==> src/rtl/riscv_pkg.sv <==
// Shared RISC-V decode constants: opcodes, funct3 codes, ALU and result-select
// encodings, immediate formats, the control bundle and the canonical NOP.
package riscv_pkg;

  typedef enum logic [6:0] {
    OP_LOAD   = 7'b0000011,
    OP_STORE  = 7'b0100011,
    OP_RTYPE  = 7'b0110011,
    OP_IALU   = 7'b0010011,
    OP_BRANCH = 7'b1100011,
    OP_JAL    = 7'b1101111
  } opcode_e;

  typedef enum logic [2:0] {
    ALU_ADD = 3'b000,
    ALU_SUB = 3'b001,
    ALU_AND = 3'b010,
    ALU_OR  = 3'b011,
    ALU_SLT = 3'b101
  } alu_ctl_e;

  typedef enum logic [1:0] {
    RES_ALU = 2'b00,
    RES_MEM = 2'b01,
    RES_PC4 = 2'b10
  } result_src_e;

  typedef enum logic [2:0] {
    IMM_NONE,
    IMM_I,
    IMM_S,
    IMM_B,
    IMM_J
  } imm_type_e;

  localparam logic [2:0] F3_ADD_SUB = 3'b000;
  localparam logic [2:0] F3_SLT     = 3'b010;
  localparam logic [2:0] F3_OR      = 3'b110;
  localparam logic [2:0] F3_AND     = 3'b111;
  localparam logic [2:0] F3_WORD    = 3'b010;
  localparam logic [2:0] F3_BEQ     = 3'b000;

  // addi x0,x0,0 -- what the F/D register holds after reset or a flush
  localparam logic [31:0] NOP_INSTR = 32'h00000013;

  typedef struct packed {
    logic        regWrite;
    logic        memWrite;
    logic        jump;
    logic        branch;
    logic        aluSrc;
    result_src_e resultSrc;
    alu_ctl_e    aluControl;
  } ctrl_t;

  // All controls inactive; used as the decode default and for illegal encodings
  localparam ctrl_t CTRL_BUBBLE = '{
    regWrite:   1'b0,
    memWrite:   1'b0,
    jump:       1'b0,
    branch:     1'b0,
    aluSrc:     1'b0,
    resultSrc:  RES_ALU,
    aluControl: ALU_ADD
  };

endpackage

==> src/rtl/regfile.sv <==
// 32x32 integer register file: one synchronous write port, two asynchronous
// read ports, x0 hardwired to zero and write-before-read bypass.
module regfile
  import riscv_pkg::*;
(
  input  logic        clk,
  input  logic        reset,
  input  logic        writeEn,
  input  logic [4:0]  writeAddr,
  input  logic [31:0] writeData,
  input  logic [4:0]  readAddr1,
  input  logic [4:0]  readAddr2,
  output logic [31:0] readData1,
  output logic [31:0] readData2
);

  logic [31:0] regs [32];
  logic        writeLive;

  // A write only takes effect outside reset and never targets x0
  assign writeLive = writeEn && !reset && (writeAddr != 5'd0);

  // Register storage: reset clears every entry and overrides a pending write
  always_ff @(posedge clk) begin
    if (reset) begin
      for (int i = 0; i < 32; i++) begin
        regs[i] <= '0;
      end
    end else if (writeLive) begin
      regs[writeAddr] <= writeData;
    end
  end

  // Read port 1: x0 reads zero, a same-cycle write to the address is forwarded
  always_comb begin
    readData1 = regs[readAddr1];
    if (readAddr1 == 5'd0) begin
      readData1 = '0;
    end else if (writeLive && (writeAddr == readAddr1)) begin
      readData1 = writeData;
    end
  end

  // Read port 2: same zero and forwarding rules as port 1
  always_comb begin
    readData2 = regs[readAddr2];
    if (readAddr2 == 5'd0) begin
      readData2 = '0;
    end else if (writeLive && (writeAddr == readAddr2)) begin
      readData2 = writeData;
    end
  end

endmodule

==> src/rtl/decode_stage.sv <==
// Pipeline decode stage: F/D pipeline register, RV32I subset control decode,
// immediate extension and the register file read/writeback ports.
module decode_stage
  import riscv_pkg::*;
(
  input  logic        clk,
  input  logic        reset,
  input  logic        stallD,
  input  logic        flushD,
  input  logic [31:0] instrF,
  input  logic [31:0] pcF,
  input  logic [31:0] pcPlus4F,
  input  logic        regWriteW,
  input  logic [4:0]  rdW,
  input  logic [31:0] resultW,
  output logic [31:0] rs1D,
  output logic [31:0] rs2D,
  output logic [4:0]  rs1AddrD,
  output logic [4:0]  rs2AddrD,
  output logic [4:0]  rdD,
  output logic [31:0] pcD,
  output logic [31:0] pcPlus4D,
  output logic [31:0] immExtD,
  output logic        RegWriteD,
  output logic        MemWriteD,
  output logic        JumpD,
  output logic        BranchD,
  output logic        ALUSrcD,
  output logic [1:0]  ResultSrcD,
  output logic [2:0]  ALUControlD,
  output logic        illegalD
);

  logic [31:0] instrD;
  logic [6:0]  opcode;
  logic [2:0]  funct3;
  logic        funct7b5;
  logic        isRtype;
  alu_ctl_e    aluOpCtl;
  logic        aluOpOk;
  ctrl_t       ctrl;
  imm_type_e   immType;
  logic        illegal;

  // F/D register: reset and flush insert a NOP bubble, stall holds, else load
  always_ff @(posedge clk) begin
    if (reset) begin
      instrD   <= NOP_INSTR;
      pcD      <= '0;
      pcPlus4D <= '0;
    end else if (flushD) begin
      instrD   <= NOP_INSTR;
      pcD      <= '0;
      pcPlus4D <= '0;
    end else if (!stallD) begin
      instrD   <= instrF;
      pcD      <= pcF;
      pcPlus4D <= pcPlus4F;
    end
  end

  assign opcode   = instrD[6:0];
  assign funct3   = instrD[14:12];
  assign funct7b5 = instrD[30];
  assign rdD      = instrD[11:7];
  assign rs1AddrD = instrD[19:15];
  assign rs2AddrD = instrD[24:20];
  assign isRtype  = (opcode == OP_RTYPE);

  // ALU operation from funct3, shared by R-type and I-ALU; only R-type may subtract
  always_comb begin
    aluOpCtl = ALU_ADD;
    aluOpOk  = 1'b1;
    case (funct3)
      F3_ADD_SUB: begin
        if (isRtype && funct7b5) begin
          aluOpCtl = ALU_SUB;
        end else begin
          aluOpCtl = ALU_ADD;
        end
      end
      F3_SLT:  aluOpCtl = ALU_SLT;
      F3_OR:   aluOpCtl = ALU_OR;
      F3_AND:  aluOpCtl = ALU_AND;
      default: aluOpOk  = 1'b0;
    endcase
  end

  // Main control decode; any unknown opcode or funct3 collapses to a bubble
  always_comb begin
    ctrl    = CTRL_BUBBLE;
    immType = IMM_NONE;
    illegal = 1'b0;
    case (opcode)
      OP_LOAD: begin
        ctrl.regWrite  = 1'b1;
        ctrl.aluSrc    = 1'b1;
        ctrl.resultSrc = RES_MEM;
        immType        = IMM_I;
        illegal        = (funct3 != F3_WORD);
      end
      OP_STORE: begin
        ctrl.memWrite = 1'b1;
        ctrl.aluSrc   = 1'b1;
        immType       = IMM_S;
        illegal       = (funct3 != F3_WORD);
      end
      OP_RTYPE: begin
        ctrl.regWrite   = 1'b1;
        ctrl.aluControl = aluOpCtl;
        illegal         = !aluOpOk;
      end
      OP_IALU: begin
        ctrl.regWrite   = 1'b1;
        ctrl.aluSrc     = 1'b1;
        ctrl.aluControl = aluOpCtl;
        immType         = IMM_I;
        illegal         = !aluOpOk;
      end
      OP_BRANCH: begin
        ctrl.branch     = 1'b1;
        ctrl.aluControl = ALU_SUB;
        immType         = IMM_B;
        illegal         = (funct3 != F3_BEQ);
      end
      OP_JAL: begin
        ctrl.regWrite  = 1'b1;
        ctrl.jump      = 1'b1;
        ctrl.resultSrc = RES_PC4;
        immType        = IMM_J;
      end
      default: illegal = 1'b1;
    endcase
    if (illegal) begin
      ctrl    = CTRL_BUBBLE;
      immType = IMM_NONE;
    end
  end

  // Immediate extension by instruction format, sign taken from instr[31]
  always_comb begin
    immExtD = '0;
    case (immType)
      IMM_I:   immExtD = {{20{instrD[31]}}, instrD[31:20]};
      IMM_S:   immExtD = {{20{instrD[31]}}, instrD[31:25], instrD[11:7]};
      IMM_B:   immExtD = {{20{instrD[31]}}, instrD[7], instrD[30:25], instrD[11:8], 1'b0};
      IMM_J:   immExtD = {{12{instrD[31]}}, instrD[19:12], instrD[20], instrD[30:21], 1'b0};
      default: immExtD = '0;
    endcase
  end

  assign RegWriteD   = ctrl.regWrite;
  assign MemWriteD   = ctrl.memWrite;
  assign JumpD       = ctrl.jump;
  assign BranchD     = ctrl.branch;
  assign ALUSrcD     = ctrl.aluSrc;
  assign ResultSrcD  = ctrl.resultSrc;
  assign ALUControlD = ctrl.aluControl;
  assign illegalD    = illegal;

  regfile u_regfile (
    .clk       (clk),
    .reset     (reset),
    .writeEn   (regWriteW),
    .writeAddr (rdW),
    .writeData (resultW),
    .readAddr1 (rs1AddrD),
    .readAddr2 (rs2AddrD),
    .readData1 (rs1D),
    .readData2 (rs2D)
  );

endmodule

==> config.mk <==
export PLATFORM = sky130hd
export DESIGN_NAME = decode_stage
export DESIGN_NICKNAME = d
export VERILOG_FILES = /design/src/rtl/riscv_pkg.sv /design/src/rtl/regfile.sv /design/src/rtl/decode_stage.sv
export SDC_FILE = /design/constraint.sdc
export NUM_CORES = 2
export LEC_CHECK = 0
export BUFFER_PORTS_ARGS = -buffer_cell sky130_fd_sc_hd__buf_2
export CORE_MARGIN = 4
export CORE_UTILIZATION = 24
export DETAILED_ROUTE_END_ITERATION = 10
export PLACE_DENSITY_LB_ADDON = 0.12
export SLEW_MARGIN = 20
export SYNTH_ARGS = -nofsm -noshare
export SYNTH_HDL_FRONTEND = slang
export SYNTH_HIERARCHICAL = 1
export SYNTH_SLANG_ARGS = --single-unit
==> constraint.sdc <==
create_clock -name clk -period 2.2 [get_ports clk]
set_input_delay 0 -clock clk [delete_from_list [all_inputs] [get_ports clk]]
set_output_delay 0 -clock clk [all_outputs]
set_load 0.03 [all_outputs]
== After elaboration in Yosys (flattened, before gate mapping) ==
Memory sizes are Yosys's and may differ from the RTL's. A register that Yosys moved wholly into a read port is not among the register bits.
Cells that the tools add are included.

* Bits in registers: 96
* RAM bits: 1,024
* Input bits: 138
* Output and inout bits: 186
* Logic and storage cells: 71
* Memories kept: 1

* Equal/unequal tests: 16
* Mux-type cells: 31
* Reduce and logical (&&, ||, !) cells: 20

{| class="wikitable"
|+ Memory list
! name !! depth !! bits a word !! rd ports !! clocked after Yosys merged registers in !! write ports !! RTL line !! RTL
|-
| u_regfile.regs || 32 || 32 || 2 || 2 || 32 || regfile.sv:17 || <nowiki>logic [31:0] regs [32];</nowiki>
|}

{| class="wikitable"
|+ Operators by type and width
! operator !! count
|-
| $mux 32 || 5
|-
| $pmux 32 s4 || 1
|-
| $reduce_or 32->1 || 1
|-
| $mux 5 || 5
|-
| $pmux 3 s4 || 2
|-
| $eq 7x6->1 const B || 2
|-
| $eq 7x7->1 const B || 2
|-
| $mux 1 || 13
|-
| $eq 5x5->1 || 2
|-
| $logic_not 5->1 || 2
|-
| $mux 10 || 1
|-
| $eq 3x2->1 const B || 3
|-
| $eq 3x3->1 const B || 3
|-
| $reduce_or 2->1 || 4
|-
| $reduce_or 4->1 || 2
|-
| $eq 7x2->1 const B || 1
|-
| $eq 7x5->1 const B || 1
|-
| $pmux 3 s2 || 1
|-
| $logic_and 1x1->1 || 5
|-
| $reduce_bool 5->1 || 1
|-
| $pmux 1 s4 || 1
|-
| $pmux 2 s2 || 1
|-
| $eq 3x1->1 const B || 1
|-
| $logic_not 3->1 || 1
|-
| other kinds (5) || 6
|}

== Longest topological paths before layout ==
* Depth after elaboration: 8
* Gate-level depth with buffers: 10
* Gate-level depth less buffers: 5

== Modules after synthesis ==
The synthesis kept the hierarchy.

{| class="wikitable"
|+ Modules (own cells, without submodules)
! module !! instances !! cells each !! area an instance (um^2) !! seq. area each (um^2)
|-
| regfile || 1 || 4,017 || 55,808.5 || 30,749.5
|-
| decode_stage || 1 || 429 || 4,161.5 || 1,921.8
|}

== Least setup slack after synthesis ==
OpenSTA, ideal clock, no wires.

* Kind: reg-to-output
* Start point: register instrD[15]
* End point: output port rs1D[30]
* Arrival: 2,454 ps
* Data required time: 2,200 ps
* Slack: -254 ps
* Stages on the path, launching flop included: 9
* Buffers on the path: 4
* Path through: dfxtp_1 > buf_6 > buf_4 > buf_2 > buf_2 > mux2i_1 > o22ai_1 > nor3_1 > o41ai_1

* Longest elaborated chain between the ends: 4
* Elaborated cells on any way between the ends: 5

{| class="wikitable"
|+ RTL lines
! element !! RTL line !! RTL
|-
| start, declared || decode_stage.sv:34 || <nowiki>logic [31:0] instrD;</nowiki>
|-
| start signal, assigned || decode_stage.sv:56 || <nowiki>instrD <= instrF;</nowiki>
|-
| $eq 5x5->1 || regfile.sv:39 || <nowiki>end else if (writeLive && (writeAddr == readAddr1)) begin</nowiki>
|-
| $logic_and 1x1->1 || regfile.sv:39 ||
|-
| $mux 32 || regfile.sv:39 ||
|-
| $mux 32 (*) || regfile.sv:37 || <nowiki>if (readAddr1 == 5'd0) begin</nowiki>
|-
| end, declared || decode_stage.sv:16 || <nowiki>output logic [31:0] rs1D,</nowiki>
|}

Every way passes the cells marked *; elsewhere a longest branch is shown, timed or not.

== Final worst setup path ==
* Start point: register instrD[15]
* End point: output port rs1D[28]

Same word-level chain as after synthesis.

==> impl_metrics.env <==
export IMPL_outcome="complete, but fails checks"
export IMPL_violations_in_the_final_reports="negative setup slack"
export IMPL_port_buffer_count=323
export IMPL_grt_max_degree=75
export IMPL_fmax_mhz=304
export IMPL_antenna_violating_nets_post_route=0
export IMPL_grt_first_pass_wirelength_um=412000
export IMPL_worst_slack_ns=-1.09
export IMPL_critical_path_slowest_cell="mux4_2"
export IMPL_fp_row_count=183
export IMPL_worst_slew_pin_transition_ns=0.814
export IMPL_vias_in_the_first_global_route=47000
export IMPL_numCtsBuffers=146
export IMPL_xor_xnor_share_of_the_synthesized_area=0.00146
export IMPL_finalSetupViolations=101
export IMPL_antenna_found_initial=65
export IMPL_synth_compound_area_share=0.0714
export IMPL_die_x_um=508
export IMPL_dominant_combinational_cell_family_by_area_after_synthesis="multiplexers"
export IMPL_clk_pin_slew_ns=0.06
export IMPL_critPathMaxFanout=8
export IMPL_yosysSeqAreaShare=0.545
export IMPL_holdCritPathClass="in2reg"
export IMPL_synth_seq_cells=1120
export IMPL_flow_area_growth_from_synthesis_pct=44.5
export IMPL_final_min_clock_period_ns=3.29
export IMPL_drt_pass1_iter_count=5
export IMPL_yosys_mux_area_fraction=0.206
export IMPL_yosys_area_share_adder=0
export IMPL_count_of_vias_placed_by_the_detailed_router=46700
export IMPL_initial_core_util=0.241
export IMPL_clock_root_buffer="clkbuf_16"
export IMPL_timing_max_transition_violations_final=0
export IMPL_count_of_distinct_cell_types_in_the_synthesized_netlist=77
export IMPL_period_share=1.50
export IMPL_post_dp_cell_area_mm2=0.0719
export IMPL_postSynthCellCount=4446
export IMPL_criticalPathCategory="reg2out"
export IMPL_final_layout_size_suffix_gt1_frac=0.373
export IMPL_cts_tree="done"
export IMPL_fillerInstances=24200
export IMPL_synth_area_top_cells="edfxtp_1 51%, mux4_2 11%, and2_1 9.8%"
export IMPL_timing_final_hold_violations=0
export IMPL_die_area_mm2=0.258
export IMPL_yosys_warnings=6
export IMPL_syn_avg_cell_area_um2=13.5
export IMPL_drc=0
export IMPL_place_gp_congestion=0.840
export IMPL_post_drt_via_cell_ratio=5.05
export IMPL_timing_clock_skew_ns=0
export IMPL_first_iter_violations=4763
export IMPL_final_common_cell="edfxtp_1"
export IMPL_p_per_area_mw_per_mm2=666
export IMPL_crit_required_ns=2.20
export IMPL_synthArstFlopShare=0
export IMPL_synth_top_area_share=0.513
export IMPL_grt_setup_unrepaired="yes"
export IMPL_clock_tree_buffer_depth=3
export IMPL_routedWlPerCell_um=33.2
export IMPL_io_pins=324
export IMPL_worst_setup_path_end_kind="primary output"
export IMPL_synth_simple_area_share=0.135
export IMPL_synth_largest_area_cell="edfxtp_1"
export IMPL_core_area_mm2=0.249
export IMPL_crit_arrival_ns=3.29
export IMPL_cap_viol_max_count=0
export IMPL_post_synth_edffs=1024
export IMPL_final_cell_mix="1024 x edfxtp_1, 930 x and2_1, 521 x buf_4, 514 x mux2i_1, 409 x dlygate4sd3_1"
export IMPL_power_leakage_uw=0.0307
export IMPL_dpl_worst_slack_ns=-0.722
export IMPL_track_usage=0.230
export IMPL_crit_chain="buf_12, buf_12, clkbuf_16, mux4_2, a2111oi_2, a21oi_1, a32o_1, buf_4, buf_4"
export IMPL_dpl_wire_length_um=202000
export IMPL_maxSlewHeadroom=0.457
export IMPL_die_height_um=508
export IMPL_timing_critical_path_from_type="register"
export IMPL_cts_htree_levels=4
export IMPL_dominantRegCellSynth="edfxtp_1"
export IMPL_worst_ir_drop_vdd_v=0.000800
export IMPL_grt_overflow=0
export IMPL_synthesis_area_mm2=0.0600
export IMPL_stdcell_area_mm2=0.0866
export IMPL_slowest_delay_ns=0.58
export IMPL_final_net_count=5886
export IMPL_cts_sink_count=1120
export IMPL_clk_insertion_delay_late_ns=0.80
export IMPL_wl_um=306000
==> Yosys cell counts, types with 18 or more instances <==
| master | n |
|---|---|
| a2111oi_2 | 25 |
| a21oi_1 | 50 |
| a221oi_1 | 63 |
| a22oi_1 | 32 |
| a32o_1 | 31 |
| and2_1 | 938 |
| buf_1 | 22 |
| buf_2 | 75 |
| buf_4 | 54 |
| buf_6 | 33 |
| clkbuf_1 | 312 |
| dfxtp_1 | 96 |
| edfxtp_1 | 1024 |
| mux2i_1 | 558 |
| mux4_2 | 300 |
| nand2_1 | 32 |
| nor2_1 | 177 |
| nor2b_1 | 37 |
| nor3_1 | 125 |
| o21ai_0 | 33 |
| o21ai_1 | 18 |
| o21bai_1 | 33 |
| o221ai_1 | 31 |
| o22ai_1 | 119 |
| or2_2 | 32 |
==> layer usage <==
metal / vias to the layer above / share of wire / GRT usage
met1: 24800 / 0.45 / 0.327
met3: 381 / 0.058 / 0.0272
met4: 6 / 0.029 / 0.0624
met2: 1840 / 0.47 / 0.370
li1: 19600 / - / -
met5: - / 0.00011 / 0
==> final cells by class <==
class                           instances  area [um^2]  area share
Clock buffer                          194         3930      0.0453
Inverter                               12         45.0    0.000520
Sequential cell                      1120        32700       0.378
Clock inverter                         75          637     0.00735
Antenna cell                           34         85.1    0.000982
Timing Repair Buffer                 1618        17200       0.198
Multi-Input combinational cell       2850        27900       0.322
Tap cell                             3330         4170      0.0481
==> kinds of logic (layout without fill, tap and decap cells) <==
group                     after synthesis  in the layout
AOI/OAI and AO/OA                     551            551
DFF                                  1120           1120
buffers and inverters                 509           1899
muxes                                 858            858
xor gates and xnor gates               10             10
and+or+nand+nor                      1397           1399
other                                   1             66
==> path summary, 6_finish.rpt <==
| kind | startpoint | end | cells after the start | slack [ns] |
|---|---|---|---|---|
| setup reg to reg | instrD[21]$_SDFFE_PP0N_ | instrD[21]$_SDFFE_PP0N_ | 6 | 0.09 |
| setup / recovery | instrD[15]$_SDFFE_PP0N_ | rs1D[28] | 9 | -1.09 |
| hold / removal | rdW[2] | u_regfile/regs[25][27]$_SDFFCE_PN0P_ | 5 | 0.08 |
| hold reg to reg | instrD[15]$_SDFFE_PP0N_ | instrD[15]$_SDFFE_PP0N_ | 5 | 1.48 |
==> state kept, by name, summed over array words and instances (netlist names) <==
register / count
u_regfile/regs: 1024
instrD: 32
pcD: 32
pcPlus4D: 32
==> power by group <==
part	total [uW]	switching, uW	internal, uW
registers	25100	707	24300
logic	9340	5140	4200
clock network	23300	10200	13100
==> worst max-delay path: cells and delay by family (launching register included) <==
family,cells,cell delay (ns)
multiplexers,1,0.58
buffers and inverters,5,0.78
AO/OA/AOI/OAI,3,0.73
flip-flops,1,0.37
==> what timing repair did <==
item	in CTS	in global routing
hold endpoints to repair	1084	0
resized for setup	500	390
hold buffers	409	0
cloned	14	10
endpoints found under the setup margin	105	104
pin swaps	102	155
setup buffers	94	90
==> stage by stage <==
step / util / hold WS (ns) / total power [uW] / instances / TNS (ns)
final: 0.348 / 0.0811 / 57700 / 9233 / -68.79
after CTS: 0.337 / 0.00583 / 57700 / 9111 / -78.86
after global placement: 0.289 / 0.215 / 32900 / 8336 / -35.40
after global routing: 0.348 / 0.0751 / 59600 / 9215 / -77.95
after floorplan: - / 0.109 / 28800 / 4477 / 0
after detailed placement: 0.289 / 0.216 / 32900 / 8337 / -23.87
Power figures use the tool's default switching activity.
